**src/rtl/gs_pkg.sv**
```systemverilog
// gs_pkg: shared types and constants for the Goldschmidt divider sequencer
package gs_pkg;
  localparam int GS_W = 16;
  localparam int GS_RES_W = 32;
  localparam logic [GS_W-1:0] DIV0_QUOT = 16'hFFFF;
  typedef enum logic [2:0] {
    S_IDLE,
    S_D_SEL,
    S_N_SEL,
    S_HOLD,
    S_CAPTURE,
    S_DONE
  } gs_state_t;
endpackage

```
**src/rtl/gs_iter_counter.sv**
```systemverilog
// gs_iter_counter: iteration counter that saturates at ITERS-1 and flags the last iteration
module gs_iter_counter #(
  parameter int ITERS = 3,
  parameter int W = $clog2(ITERS + 1)
) (
  input  logic         clk,
  input  logic         reset,
  input  logic         clr,
  input  logic         inc,
  output logic [W-1:0] iter,
  output logic         last
);
  logic [W-1:0] cnt_q, cnt_d;
  assign iter = cnt_q;
  assign last = cnt_q == W'(ITERS - 1);
  always_comb cnt_d = clr ? '0 : (inc && !last) ? cnt_q + W'(1) : cnt_q;
  always_ff @(posedge clk or negedge reset)
    if (!reset) cnt_q <= '0;
    else cnt_q <= cnt_d;
endmodule

```
**src/rtl/goldschmidt_ctrl.sv**
```systemverilog
// goldschmidt_ctrl: accepts a divide request and sequences kSelect/ndSelect for the Goldschmidt datapath
module goldschmidt_ctrl
  import gs_pkg::*;
#(
  parameter int ITERS = 3,
  parameter int RES_LSB = 14
) (
  input  logic                clk,
  input  logic                reset,
  input  logic                start,
  input  logic [GS_W-1:0]     n_in,
  input  logic [GS_W-1:0]     d_in,
  input  logic [GS_W-1:0]     ia_in,
  input  logic [GS_RES_W-1:0] result,
  output logic [GS_W-1:0]     N,
  output logic [GS_W-1:0]     D,
  output logic [GS_W-1:0]     IA,
  output logic                kSelect,
  output logic                ndSelect,
  output logic                ready,
  output logic                busy,
  output logic                done,
  output logic                div0,
  output logic [GS_W-1:0]     quotient
);
  localparam int IW = $clog2(ITERS + 1);
  gs_state_t state_q, state_d;
  logic [GS_W-1:0] n_q, n_d, d_q, d_d, ia_q, ia_d, quot_q, quot_d;
  logic div0_q, div0_d;
  logic [IW-1:0] iter;
  logic last, accept, zero, unused_res;
  assign accept = ready && start;
  assign zero = d_in == '0;
  assign unused_res = ^result;
  gs_iter_counter #(.ITERS(ITERS), .W(IW)) u_cnt (
    .clk(clk), .reset(reset), .clr(accept), .inc(state_q == S_HOLD),
    .iter(iter), .last(last)
  );
  always_ff @(posedge clk or negedge reset)
    if (!reset) state_q <= S_IDLE;
    else state_q <= state_d;
  always_comb begin
    state_d = state_q;
    case (state_q)
      S_IDLE, S_DONE: state_d = accept ? (zero ? S_DONE : S_D_SEL) : S_IDLE;
      S_D_SEL:        state_d = S_N_SEL;
      S_N_SEL:        state_d = S_HOLD;
      S_HOLD:         state_d = last ? S_CAPTURE : S_D_SEL;
      S_CAPTURE:      state_d = S_DONE;
      default:        state_d = S_IDLE;
    endcase
  end
  // k only reloads from IA on the first D multiply; every other state keeps k held
  always_comb begin
    ready = state_q == S_IDLE || state_q == S_DONE;
    busy = !ready;
    done = state_q == S_DONE;
    ndSelect = state_q != S_D_SEL;
    kSelect = state_q == S_D_SEL && iter == '0;
  end
  always_comb begin
    n_d = accept ? n_in : n_q;
    d_d = accept ? d_in : d_q;
    ia_d = accept ? ia_in : ia_q;
    div0_d = accept ? zero : div0_q;
    quot_d = (accept && zero) ? DIV0_QUOT :
             state_q == S_CAPTURE ? result[RES_LSB +: GS_W] : quot_q;
  end
  always_ff @(posedge clk or negedge reset)
    if (!reset) begin
      n_q <= '0;
      d_q <= '0;
      ia_q <= '0;
      quot_q <= '0;
      div0_q <= 1'b0;
    end else begin
      n_q <= n_d;
      d_q <= d_d;
      ia_q <= ia_d;
      quot_q <= quot_d;
      div0_q <= div0_d;
    end
  assign N = n_q;
  assign D = d_q;
  assign IA = ia_q;
  assign div0 = div0_q;
  assign quotient = quot_q;
endmodule

```
**config.mk**
```make
export PLATFORM = sky130hd
export DESIGN_NAME = goldschmidt_ctrl
export DESIGN_NICKNAME = d
export VERILOG_FILES = /design/src/rtl/gs_pkg.sv /design/src/rtl/gs_iter_counter.sv /design/src/rtl/goldschmidt_ctrl.sv
export SDC_FILE = /design/constraint.sdc
export NUM_CORES = 1
export LEC_CHECK = 0
export ABC_AREA = 1
export CORE_ASPECT_RATIO = 1.4
export CORE_MARGIN = 3
export CORE_UTILIZATION = 36
export DETAILED_ROUTE_END_ITERATION = 6
export HOLD_SLACK_MARGIN = 0.12
export PLACE_DENSITY = 0.79
export SLEW_MARGIN = 25
export SYNTH_ARGS = -nofsm -noshare
export SYNTH_HDL_FRONTEND = slang
export SYNTH_HIERARCHICAL = 1
export SYNTH_SLANG_ARGS = --single-unit
export TNS_END_PERCENT = 30
```
**constraint.sdc**
```tcl
create_clock -name clk -period 1.4 [get_ports clk]
set_input_delay 0.14 -clock clk [delete_from_list [all_inputs] [get_ports clk]]
set_output_delay 0.14 -clock clk [all_outputs]
set_load 0.01 [all_outputs]
```
==> results of run 1 <==
==> per-layer routing <==
metal	track usage, %	wire [µm]	up-vias
met5	0	0	-
met4	7.43	147	0
met3	4.70	502	12
met2	31.0	4430	97
met1	21.3	3330	1324
li1	-	-	1368
==> sequential cells by signal, summed over array words and instances (netlist names) <==
name,flops
u_cnt/iter,2
D,16
N,16
state_q,3
div0,1
quotient,16
IA,16
==> critical path, cell delays in order, from the launching register on <==
cell       delay, ns
dfrtp_1         0.40
buf_4           0.15
nand3_2         0.08
nand2_2         0.07
buf_4           0.15
nand2_8         0.09
inv_8           0.05
clkbuf_16       0.17
nand2_1         0.06
nand2_1         0.05
==> final cells by class <==
type / instances / area, µm²
clock inverters: 4 / 45.0
multi-input cells: 236 / 1010
inverters: 26 / 105
fillers: 671 / 2990
flip-flops and latches: 70 / 1750
clock buffers: 12 / 155
well taps: 100 / 125
repair buffers: 160 / 1660
==> power breakdown <==
group	switching, W	internal (W)
Clock	0.000722	0.000912
Combinational	0.00237	0.00231
Sequential	0.000519	0.00298
Total	0.00361	0.00621
==> metrics by stage <==
stage | worst slack, ns | std cells
final | 0.0190 | 608
after global routing | -0.0672 | 608
after CTS | -0.000597 | 603
after detailed placement | -0.0562 | 584
after global placement | -0.0277 | 584
after floorplan | 0.0233 | 348
==> synth_stat cells <==
master / number
buf_6: 4
nand3_1: 9
nand2_1: 176
inv_1: 25
nor3_1: 1
inv_2: 1
o21ai_0: 15
nand2_2: 1
clkbuf_1: 2
nor2_2: 2
buf_4: 1
nand4_1: 1
buf_2: 9
ha_1: 1
o21ai_1: 15
nand2_4: 1
nor2_1: 11
dfrtp_1: 70
o21bai_1: 3
==> what timing repair did <==
item / CTS / global route
pin swaps: 1 / 0
endpoints found under the setup margin: 91 / 102
resized for setup: 64 / 50
hold buffers: 1 / 0
cloned: 0 / 2
hold endpoints to repair: 70 / 0
buffers inserted: 2 / 3
==> logic make-up after synthesis <==
group,count (synthesis)
AO/OA/AOI/OAI,33
adder cells (fa/ha/maj),1
buffers and inverters,42
flip-flops,70
AND/OR/NAND/NOR,202
==> how the worst min path moves through the flow <==
stage	startpoint	end	slack [ns]	cells past startpoint
6_report	n_in[15]	N[15]$_DFFE_PN0N_	0.33	3
2_1_floorplan	reset	D[0]$_DFFE_PN0N_	-0.16	0
3_5_place_dp	reset	quotient[2]$_DFFE_PN0P_	0.20	2
4_1_cts	n_in[1]	N[1]$_DFFE_PN0N_	0.31	3
5_1_grt	n_in[11]	N[11]$_DFFE_PN0N_	0.32	3
3_3_place_gp	reset	quotient[2]$_DFFE_PN0P_	0.19	2
==> run_results.csv, run 1 <==
group,metric,value,unit
final_layout,layout-area-overhead-vs-synth,65.7,%
cts,clock-sinks,70,
cts,worstSkewPairLatency,0.34,ns
timing,finalHoldViolCount,0,
setup_path,r2r_cells,9,
timing,hold_slack,0.328,ns
detailed_routing,wire_per_inst,13.8,µm
grt,grt_pass1_wl,12900,µm
detailed_routing,drc,0,
placed_design,placed_area,0.00449,mm²
setup_path,critPathLaunch,"state_q[2]$_DFF_PN0_",
setup_path,critical_path_class,"flip-flop to flip-flop",
synthesis,synth_fa_ha_area_share,0.427,%
synthesis,synthCells,348,
timing,timing.slew.headroom,75.0,%
timing,drv_slew,0,
synthesis,avgSynthCellArea,8.41,µm²
grt,grt_overflow,0,
setup_path,rrSetupSlack,0.02,ns
synthesis,synth-simple-area-share,26.9,%
timing,max_slew.worst_pin.slew,0.375,ns
power_and_ir_drop,cellLeakagePower,2.79,nW
placed_design,portBuffers,136,
final_layout,n_antenna_cell,0,
setup_path,crit_required,1.63,ns
final_layout,final_cell_area,0.00485,mm²
min_path,min_path_type,"input port to flip-flop",
placed_design,dp_hpwl,5850,µm
synthesis,synth_area_leaders,"dfrtp_1 (60%), nand2_1 (23%), inv_1 (3.2%)",
cts,htreeDepth,3,
synthesis,netlist_area,0.00293,mm²
cts,max-clock-path-buffers,2,
floorplanning,io-pin-count,153,
setup_path,cp.arrival,1.61,ns
timing,setup_violations,0,
timing,fmax,724,MHz
floorplanning,die_area,0.00927,mm²
setup_path,r2r-end,"D[6]$_DFFE_PN0N_",
power_and_ir_drop,ir_drop,0.000968,V
detailed_routing,vias,2801,
setup_path,crit_end,"D[6]$_DFFE_PN0N_",
synthesis,yosys.area.top_type,"dfrtp_1",
timing,tns,0,ns
final_layout,drive_gt1_share,11.2,%
grt,antenna_found_initial,0,
cts,cts_tree,"built",
detailed_routing,first_pass_iters,4,
grt,grt_pass1_vias,2831,
floorplanning,die_h,113,µm
outcome,outcome,"completed",
synthesis,synth_xor_xnor_area_share,0,%
detailed_routing,ant_nets,0,
final_layout,fin_util,61.9,%
floorplanning,start_util,37.3,%
setup_path,cp-start-kind,"flip-flop",
timing,rsz0062_at_grt,"yes",
final_layout,final_cell_mix,"nand2_1 (175), dfrtp_1 (69), clkdlybuf4s50_1 (66), dlygate4sd2_1 (35), dlymetal6s2s_1 (29)",
synthesis,ys_seq_area_share,59.8,%
final_layout,nets,587,
setup_path,r2r-start,"state_q[2]$_DFF_PN0_",
grt,grt_max_degree,71,
cts,ctsRootBufferMaster,"clkbuf_8",
timing,finClkSkew,0.00884,ns
power_and_ir_drop,finalPower,0.00982,W
grt,track_usage,18.2,%
synthesis,ys_warn_count,6,
floorplanning,rows,38,
setup_path,end_kind,"flip-flop",
timing,final.period_utilization,98.6,%
cts,numCtsBuffers,9,
cts,cts.clk_slew.worst_paths,0.08,ns
placed_design,gp_congestion,0.849,
floorplanning,die_w,82.2,µm
detailed_routing,routed_wl,8410,µm
synthesis,ys_ff_latch,70,
synthesis,syn_nets,432,
floorplanning,core,0.00785,mm²
synthesis,yosys.cell_types.count,19,
power_and_ir_drop,cellPowerDensity,2020,mW/mm²
run,cap_viol_max_count,0,
synthesis,synth_top_family_by_area,"simple AND/OR/NAND/NOR gates",
synthesis,yosysTopAreaCellShare,59.8,%
synthesis,muxShareOfSynthArea,0,%
detailed_routing,vias_per_cell,4.61,
setup_path,crit_fanout,15,
final_layout,final_common_cell,"nand2_1",
timing,min_period,1.38,ns
synthesis,synth_compound_area_share,5.90,%
detailed_routing,drtIter0Drc,105,
Note: power is estimated with default switching activity, not from simulation.
==> inputs of run 2 (changes only) <==
- ABC_CLOCK_PERIOD_IN_PS: unset -> 1400
==> results of run 2 <==
Same layout as run 1: the final DEF is identical, and so are final timing and power.
==> inputs of run 3 (changes only) <==
- CAP_MARGIN: unset -> 20
==> results of run 3 <==
Same layout as run 1: the final DEF is identical, and so are final timing and power.
